**src/rtl/alu_rr_scheduler.sv**
```systemverilog
// -----------------------------------------------------------------------------
// alu_rr_scheduler
//
// Purpose
//   Shares one registered ALU between two requesters. A round-robin arbiter
//   picks one requester in IDLE. Its op/a/b are captured into operand
//   registers that drive the ALU. After ALU_LAT + 1 edges the ALU result is
//   captured into the owner's response registers. The response is held until
//   the owner takes it. Only one operation is in flight at a time. The
//   opcode is forwarded unmodified and is never decoded here.
//
// Parameters
//   DATA_W   operand/result width
//   OP_W     opcode width
//   ALU_LAT  ALU clock edges from operand sample to result valid
//            (0 = combinational ALU)
//
// Ports
//   clk, rst                   rising-edge clock, synchronous active-high reset
//   reqN_valid / reqN_ready    request handshake, requester N (N = 0, 1)
//   reqN_op / reqN_a / reqN_b  request opcode and operands
//   rspN_valid / rspN_ready    response handshake, requester N
//   rspN_result / rspN_carry   captured ALU result and carry
//   alu_op / alu_a / alu_b     operands to the ALU, held stable while busy
//   alu_result / alu_carry     result and carry from the ALU
//   busy                       scheduler not in IDLE
//   grant_cnt0 / grant_cnt1    saturating accept counters, one per requester
//
// Configuration
//   ALU_SCHED_STATS_EN  defined: 8-bit saturating grant counters are built.
//                       undefined: grant_cnt0/1 are tied to zero.
// -----------------------------------------------------------------------------
module alu_rr_scheduler #(
  parameter int DATA_W  = 4,
  parameter int OP_W    = 3,
  parameter int ALU_LAT = 1
) (
  input  logic              clk,
  input  logic              rst,
  // requester 0
  input  logic              req0_valid,
  output logic              req0_ready,
  input  logic [OP_W-1:0]   req0_op,
  input  logic [DATA_W-1:0] req0_a,
  input  logic [DATA_W-1:0] req0_b,
  // requester 1
  input  logic              req1_valid,
  output logic              req1_ready,
  input  logic [OP_W-1:0]   req1_op,
  input  logic [DATA_W-1:0] req1_a,
  input  logic [DATA_W-1:0] req1_b,
  // response 0
  output logic              rsp0_valid,
  input  logic              rsp0_ready,
  output logic [DATA_W-1:0] rsp0_result,
  output logic              rsp0_carry,
  // response 1
  output logic              rsp1_valid,
  input  logic              rsp1_ready,
  output logic [DATA_W-1:0] rsp1_result,
  output logic              rsp1_carry,
  // shared ALU
  output logic [OP_W-1:0]   alu_op,
  output logic [DATA_W-1:0] alu_a,
  output logic [DATA_W-1:0] alu_b,
  input  logic [DATA_W-1:0] alu_result,
  input  logic              alu_carry,
  // status
  output logic              busy,
  output logic [7:0]        grant_cnt0,
  output logic [7:0]        grant_cnt1
);

  // Counter width for the ALU latency countdown; at least one bit.
  localparam int CNT_W = (ALU_LAT > 1) ? $clog2(ALU_LAT + 1) : 1;
  localparam logic [CNT_W-1:0] CNT_INIT = CNT_W'(ALU_LAT);

  typedef enum logic [1:0] {
    IDLE = 2'd0,
    BUSY = 2'd1,
    RESP = 2'd2
  } state_e;

  state_e state_q, state_d;

  // Owner of the op in flight and the most recent winner.
  // A value of 0 means requester 0 and a value of 1 means requester 1.
  logic owner_q,      owner_d;
  logic last_grant_q, last_grant_d;

  logic [CNT_W-1:0]  cnt_q, cnt_d;

  logic [OP_W-1:0]   op_q, op_d;
  logic [DATA_W-1:0] a_q,  a_d;
  logic [DATA_W-1:0] b_q,  b_d;

  logic [DATA_W-1:0] rsp0_result_q, rsp0_result_d;
  logic              rsp0_carry_q,  rsp0_carry_d;
  logic [DATA_W-1:0] rsp1_result_q, rsp1_result_d;
  logic              rsp1_carry_q,  rsp1_carry_d;

  logic grant0, grant1;
  logic acc0, acc1, accept;
  logic rsp_hs;

  // ---------------------------------------------------------------------------
  // Round-robin arbitration. It is purely combinational from the valids, so it
  // is re-evaluated every IDLE cycle. On a tie, the requester that did not win
  // last time is granted.
  // ---------------------------------------------------------------------------
  always_comb begin
    // NOTE: every always_comb output gets a default first so that no path
    // leaves it unassigned and infers a latch.
    grant0 = 1'b0;
    grant1 = 1'b0;
    if (req0_valid && req1_valid) begin
      grant0 = last_grant_q;
      grant1 = ~last_grant_q;
    end else begin
      grant0 = req0_valid;
      grant1 = req1_valid;
    end
  end

  assign acc0   = req0_valid & req0_ready;
  assign acc1   = req1_valid & req1_ready;
  assign accept = acc0 | acc1;
  assign rsp_hs = (state_q == RESP) & (owner_q ? rsp1_ready : rsp0_ready);

  // ---------------------------------------------------------------------------
  // FSM: state register
  // ---------------------------------------------------------------------------
  always_ff @(posedge clk) begin
    // NOTE: sequential state is written with non-blocking assignments only, so
    // every flop samples pre-edge values regardless of block ordering.
    if (rst) state_q <= IDLE;
    else     state_q <= state_d;
  end

  // ---------------------------------------------------------------------------
  // FSM: next-state logic
  // ---------------------------------------------------------------------------
  always_comb begin
    state_d = state_q;
    unique case (state_q)
      IDLE:    if (accept)         state_d = BUSY;
      BUSY:    if (cnt_q == '0)    state_d = RESP;
      RESP:    if (rsp_hs)         state_d = IDLE;
      default:                     state_d = IDLE;
    endcase
  end

  // ---------------------------------------------------------------------------
  // FSM: outputs. The readies are gated by rst so that nothing is accepted in
  // the reset cycle itself.
  // ---------------------------------------------------------------------------
  always_comb begin
    req0_ready = 1'b0;
    req1_ready = 1'b0;
    rsp0_valid = 1'b0;
    rsp1_valid = 1'b0;
    busy       = 1'b0;
    unique case (state_q)
      IDLE: begin
        req0_ready = grant0 & ~rst;
        req1_ready = grant1 & ~rst;
      end
      BUSY: busy = 1'b1;
      RESP: begin
        busy       = 1'b1;
        rsp0_valid = ~owner_q;
        rsp1_valid = owner_q;
      end
      default: ;
    endcase
  end

  // ---------------------------------------------------------------------------
  // Datapath next-state
  // ---------------------------------------------------------------------------
  always_comb begin
    owner_d       = owner_q;
    last_grant_d  = last_grant_q;
    cnt_d         = cnt_q;
    op_d          = op_q;
    a_d           = a_q;
    b_d           = b_q;
    rsp0_result_d = rsp0_result_q;
    rsp0_carry_d  = rsp0_carry_q;
    rsp1_result_d = rsp1_result_q;
    rsp1_carry_d  = rsp1_carry_q;

    // Accept: at most one ready is high, so acc1 alone selects the source.
    if (accept) begin
      op_d         = acc1 ? req1_op : req0_op;
      a_d          = acc1 ? req1_a  : req0_a;
      b_d          = acc1 ? req1_b  : req0_b;
      owner_d      = acc1;
      last_grant_d = acc1;
      cnt_d        = CNT_INIT;
    end

    // The countdown ends when the ALU output reflects the held operands.
    // The result is then captured for the owner. The other response is
    // cleared so that only the owner presents data.
    if (state_q == BUSY) begin
      if (cnt_q == '0) begin
        if (owner_q) begin
          rsp1_result_d = alu_result;
          rsp1_carry_d  = alu_carry;
          rsp0_result_d = '0;
          rsp0_carry_d  = 1'b0;
        end else begin
          rsp0_result_d = alu_result;
          rsp0_carry_d  = alu_carry;
          rsp1_result_d = '0;
          rsp1_carry_d  = 1'b0;
        end
      end else begin
        cnt_d = cnt_q - 1'b1;
      end
    end
  end

  // ---------------------------------------------------------------------------
  // Datapath registers
  // ---------------------------------------------------------------------------
  always_ff @(posedge clk) begin
    // NOTE: the operand and response registers drive ports that have defined
    // reset values, so they are reset along with the control state.
    if (rst) begin
      owner_q       <= 1'b0;
      last_grant_q  <= 1'b1;   // requester 0 wins the first contest
      cnt_q         <= '0;
      op_q          <= '0;
      a_q           <= '0;
      b_q           <= '0;
      rsp0_result_q <= '0;
      rsp0_carry_q  <= 1'b0;
      rsp1_result_q <= '0;
      rsp1_carry_q  <= 1'b0;
    end else begin
      owner_q       <= owner_d;
      last_grant_q  <= last_grant_d;
      cnt_q         <= cnt_d;
      op_q          <= op_d;
      a_q           <= a_d;
      b_q           <= b_d;
      rsp0_result_q <= rsp0_result_d;
      rsp0_carry_q  <= rsp0_carry_d;
      rsp1_result_q <= rsp1_result_d;
      rsp1_carry_q  <= rsp1_carry_d;
    end
  end

  assign alu_op      = op_q;
  assign alu_a       = a_q;
  assign alu_b       = b_q;
  assign rsp0_result = rsp0_result_q;
  assign rsp0_carry  = rsp0_carry_q;
  assign rsp1_result = rsp1_result_q;
  assign rsp1_carry  = rsp1_carry_q;

  // ---------------------------------------------------------------------------
  // Optional grant statistics
  // ---------------------------------------------------------------------------
`ifdef ALU_SCHED_STATS_EN
  logic [7:0] gcnt0_q, gcnt0_d;
  logic [7:0] gcnt1_q, gcnt1_d;

  // Saturating increment: a counter stops at 255 and never wraps.
  always_comb begin
    gcnt0_d = gcnt0_q;
    gcnt1_d = gcnt1_q;
    if (acc0 && (gcnt0_q != 8'hFF)) gcnt0_d = gcnt0_q + 8'd1;
    if (acc1 && (gcnt1_q != 8'hFF)) gcnt1_d = gcnt1_q + 8'd1;
  end

  always_ff @(posedge clk) begin
    if (rst) begin
      gcnt0_q <= 8'd0;
      gcnt1_q <= 8'd0;
    end else begin
      gcnt0_q <= gcnt0_d;
      gcnt1_q <= gcnt1_d;
    end
  end

  assign grant_cnt0 = gcnt0_q;
  assign grant_cnt1 = gcnt1_q;
`else
  assign grant_cnt0 = 8'd0;
  assign grant_cnt1 = 8'd0;
`endif

  // The arbiter must never raise both readies at once.
  a_one_ready : assert property (@(posedge clk) disable iff (rst)
                                 !(req0_ready && req1_ready));

endmodule

```
**config.mk**
```make
export PLATFORM = sky130hd
export DESIGN_NAME = alu_rr_scheduler
export DESIGN_NICKNAME = d
export VERILOG_FILES = /design/src/rtl/alu_rr_scheduler.sv
export SDC_FILE = /design/constraint.sdc
export NUM_CORES = 1
export LEC_CHECK = 0
export CAP_MARGIN = 20
export CORE_MARGIN = 3
export CORE_UTILIZATION = 30
export DETAILED_ROUTE_END_ITERATION = 10
export PLACE_DENSITY_LB_ADDON = 0.08
export SYNTH_ARGS = -nofsm -noshare
export SYNTH_HDL_FRONTEND = slang
export SYNTH_SLANG_ARGS = --single-unit
```
**constraint.sdc**
```tcl
create_clock -name clk -period 3.9 [get_ports clk]
set_input_delay 1.17 -clock clk [delete_from_list [all_inputs] [get_ports clk]]
set_output_delay 1.17 -clock clk [all_outputs]
set_load 0.01 [all_outputs]
```
# Word-level counts from Yosys, hierarchy flattened
# Index checks and enable logic that the tools add are counted.
[classes]
add_sub_neg = 1
eq_ne = 5
mux = 22
bitwise = 10
reduce_logical = 5
[op_table]
columns = ["op", "n"]
rows = [
  ["4-bit 2-to-1 mux", 4],
  ["1-bit 2-to-1 mux", 13],
  ["2-bit 2-to-1 mux", 3],
  ["2-bit != test, second input constant", 3],
  ["2-bit one-hot mux with 3 select lines", 1],
  ["1-bit bitwise AND", 5],
  ["1-bit NOT", 4],
  ["3-bit 2-to-1 mux", 1],
  ["3-bit AND reduction", 1],
  ["2-bit by 1-bit == test with 1-bit output, second input constant", 1],
  ["2-bit == test, second input constant", 1],
  ["2-bit logical NOT", 1],
  ["2-bit AND reduction", 1],
  ["2-bit OR reduction", 1],
  ["1-bit logical AND", 1],
  ["1-bit bitwise OR", 1],
  ["1-bit subtractor, second input constant", 1],
]
[word_totals]
register_bits = 26
wordCells = 54

# Longest topological paths before layout
[depth]
word_depth = 9
mapped_depth = 8
depth_no_buf = 7

# Least setup slack after synthesis
# Ideal clock, no wire load.
[synth_path]
path_type = "input to output"
startpoint = "in rst"
endpoint = "out req1_ready"
arrival_ns = 1.769
setup_slack_ns = 0.961
path_stages = 5
n_path_buf = 2
path_cell_list = "buf_2 -> nor2b_4 -> nand3_2 -> inv_2 -> buf_6"
[synth_via]
elab_chain_len = 3
[synth_rtl]
columns = ["element", "line", "text"]
rows = [
  ["start: declaration", "39", "input logic rst,"],
  ["1-bit NOT", "166", "req1_ready = grant1 & ~rst;"],
  ["1-bit bitwise AND", "166", ""],
  ["1-bit 2-to-1 mux", "163", "unique case (state_q)"],
  ["end: declaration", "48", "output logic req1_ready,"],
]
# Every way passes these cells.

# Worst setup path in the final report
[layout_path]
startpoint = "in rst"
endpoint = "out req0_ready"
[layout_via]
elab_chain_len = 3
[layout_rtl]
columns = ["element", "line", "text"]
rows = [
  ["1-bit NOT", "165", "req0_ready = grant0 & ~rst;"],
  ["1-bit bitwise AND", "165", ""],
  ["1-bit 2-to-1 mux", "163", ""],
  ["end: declaration", "42", "output logic req0_ready,"],
]
# Every way passes these cells.

==> key figures <==
Outcome
  – Status: completed

Clock network
  – Cts bufs inserted: 3
  – H-tree Lvls: 1
  – Clock slew at reported path FFs: 90 ps
  – Setup Buffers After CTS: 0
  – Clock Sinks: 26
  – Clk Tree Root Cell: clkbuf_8
  – CTS tree: built
  – Max Root-Sink Buffers: 2
  – Post-CTS Resized: 0
  – Hold_buf cts: 0
  – Clk_lat worst skew: 270 ps

Timing
  – Skew final: 1.875 ps
  – Final period util: 95.46%
  – Fin. max-slew vios: 0
  – Least-Margin Pin Slew: 1026 ps
  – Slew headroom: 31.13%
  – Post-Route Setup TNS: 0 ps
  – Unrepaired setup endpoints after global routing: no
  – Final setup viols: 0
  – Hold Vio Cnt, Final: 0
  – Hold_ws: 459.1 ps
  – Tmin final: 3723 ps
  – Fmax: 0.2686 GHz

Setup path
  – CP Capture Type: primary output
  – Critical path depth: 5
  – Startpoint type of the worst setup path: input port
  – Kind of critical path: in2out
  – CP endpoint: req0_ready
  – R2r setup slk: 1970 ps
  – CP peak stage delay: 550 ps
  – Worst path required time: 2730 ps
  – CP Launch Point: rst
  – WP data arrival: 2550 ps
  – Reg-to-Reg End: alu_a[3]$_SDFFE_PP0P_
  – CP delay by family, top: buffers and inverters
  – Worst Reg2Reg Path Length in Cells: 6
  – CP Max Fanout: 4
  – CP bufs+invs: 2
  – Critical path, cell by cell: clkdlybuf4s50_1 -> nor2b_4 -> nand2_1 -> a21oi_1 -> clkdlybuf4s50_1
  – Critical R2R Launch: state_q[0]$_SDFFE_PP0P_
  – CP most frequent cell: clkdlybuf4s50_1
  – Worst path slowest cell: clkdlybuf4s50_1

Cells and area
  – ANT cells: 0
  – Area delta synth->final: 46.01%
  – Cell area after layout: 0.001969 mm^2
  – Final nets: 254
  – Commonest non-fill, non-tap cells in the layout: clkdlybuf4s50_1 (58), dfxtp_1 (26), nor2_1 (24)
  – Layout Utilization: 47.20%
  – Layout cell share with drive strength beyond 1: 8.796%
  – Most common cell after layout, fill and taps aside: clkdlybuf4s50_1
  – Filler instances: 413

Yosys
  – Post-synth EDFFs: 0
  – Mux contribution to synthesized area: 2.226%
  – Main combinational cell family by area after synthesis: simple AND/OR/NAND/NOR gates
  – Mapped Avg Cell Area: 8.326 um^2
  – Mapped cell area: 0.001349 mm^2
  – Adder-Cell Fraction of Synth Area: 3.711%
  – Synth Area in Simple Gates: 32.65%
  – Cells after synthesis: 162
  – #FFs+latches synth: 26
  – Largest area contributor in the netlist: dfxtp_1
  – Area share of the largest cell type after synthesis: 38.59%
  – Seq/Total Area, Yosys: 38.59%
  – Top post-synthesis cells by area: dfxtp_1 (39%), buf_4 (9.5%), nor4_2 (7.4%)
  – Distinct cell type count of the synthesized netlist: 32
  – Synth Area in Compound Gates: 8.349%
  – Xor and xnor area share after synthesis: 0%
  – Ys async rst share: 0%
  – Predominant post-synthesis flop cell: dfxtp_1
  – Ys Warns: 0

Die
  – Vert. Die Dim: 73.05 um
  – Total die area: 0.005336 mm^2
  – Die W: 73.05 um
  – # rows: 23
  – Core footprint: 0.004173 mm^2
  – # IOs: 75
  – Initial Utilization: 32.32%

Worst hold path
  – Hold Crit Class: reg2reg

Placed design
  – Dpl hpwl: 2.603 mm
  – Final Wtd Congestion: 0.6849
  – Post-Place Cell Area: 0.001898 mm^2
  – Count of input and output buffers: 58

Power and ir drop
  – Power Dens Cells: 385.3 mW/mm^2
  – Worst vdd ir: 0.1757 mV
  – LEAKAGE: 0.0007520 uW

Route
  – DR iter-0 viols: 58
  – DRC errors left: 0
  – Routed Antenna Nets: 0
  – Via/cell ratio: 4.662
  – Detailed-route wire length: 3.414 mm
  – Detailed Routing Iterations Pass 1: 4
  – Via count: 1,240
  – Routed length per instance: 12.83 um

GRT
  – Grt total ovfl: 0
  – Initial antenna violation count: 0
  – Largest net degree at the start of global routing: 27
  – First-pass GRT wire length: 5.678 mm
  – Gr usage total: 13.27%
  – Vias in the first global route: 1,284

Flow run
  – Maxcap violations: 0
[sequential cells by signal, indices dropped and copies added (netlist names)]
| signal | cells |
|---|---|
| alu_a | 4 |
| rsp0_result | 4 |
| owner_q | 1 |
| rsp1_carry | 1 |
| rsp0_carry | 1 |
| rsp1_result | 4 |
| last_grant_q | 1 |
| alu_op | 3 |
| cnt_q | 1 |
| alu_b | 4 |
| state_q | 2 |
[layout make-up]
type	count	area [um^2]	area share (%)
inverters	5	18.77	0.9530
multi-input cells	120	693.2	35.20
flip-flops and latches	26	520.5	26.43
repair buffers	61	603.1	30.62
well taps	50	62.56	3.177
clock inverters	1	30.03	1.525
clock buffers	3	41.29	2.097
[tightest hold or removal path: stages, from the launching register on]
cell and delay, ps:
dfxtp_1 320, nand2_1 50, a21oi_1 50
[logic make-up (layout without fill, tap and decap cells)]
family	count (synthesis)	after routing
DFF	26	26
other	1	16
buffers and inverters	31	70
muxes	3	3
and+or+nand+nor	77	77
adders and majority gates	4	4
AOI/OAI and AO/OA	20	20
[worst min path at each step]
stage / from / endpoint / depth (start not counted)
2_1_floorplan: rsp0_carry$_SDFFE_PP0P_ / rsp0_carry$_SDFFE_PP0P_ / 2
4_1_cts: rsp0_result[0]$_SDFFE_PP0P_ / rsp0_result[0]$_SDFFE_PP0P_ / 2
3_3_place_gp: rsp0_result[3]$_SDFFE_PP0P_ / rsp0_result[3]$_SDFFE_PP0P_ / 2
3_5_place_dp: rsp0_result[0]$_SDFFE_PP0P_ / rsp0_result[0]$_SDFFE_PP0P_ / 2
5_1_grt: rsp1_result[2]$_SDFFE_PP0P_ / rsp1_result[2]$_SDFFE_PP0P_ / 2
6_report: rsp0_result[0]$_SDFFE_PP0P_ / rsp0_result[0]$_SDFFE_PP0P_ / 2
[metrics by stage]
stage / cells / total power (uW) / setup slack (ps)
after floorplan: 177 / 451.3 / 960.5
after global placement: 262 / 539.0 / 208.7
after detailed placement: 262 / 544.6 / 175.5
after CTS: 266 / 771.2 / 160.2
after global routing: 266 / 806.5 / 119.6
final: 266 / 758.9 / 177.2
[power breakdown]
| part | internal [uW] | leakage (uW) | total, uW | switching (uW) |
|---|---|---|---|---|
| logic | 116 | 0.000503 | 225 | 109 |
| registers | 292 | 0.000213 | 310 | 18.5 |
| clock network | 137 | 0.0000357 | 223 | 85.9 |
| total | 545 | 0.000752 | 759 | 214 |
[cells in the mapped netlist, types with 2 or more instances]
master	number
ha_1	4
a21oi_1	14
buf_1	3
buf_2	3
inv_1	4
nand3_1	5
nor3_1	11
nor2_1	24
buf_4	17
nor2b_1	3
nor4_1	3
nor4_2	8
dfxtp_1	26
mux2i_1	3
nand3b_1	5
clkbuf_1	2
nand2_1	12
[per-layer routing]
layer	share of wire, %	track usage (%)	vias to the layer above
li1	-	-	624
met1	41	15.77	569
met2	51	23.63	43
met3	6.9	2.617	4
met4	1.0	4.303	0
met5	0	0	-
(Power assumes the default switching activity.)
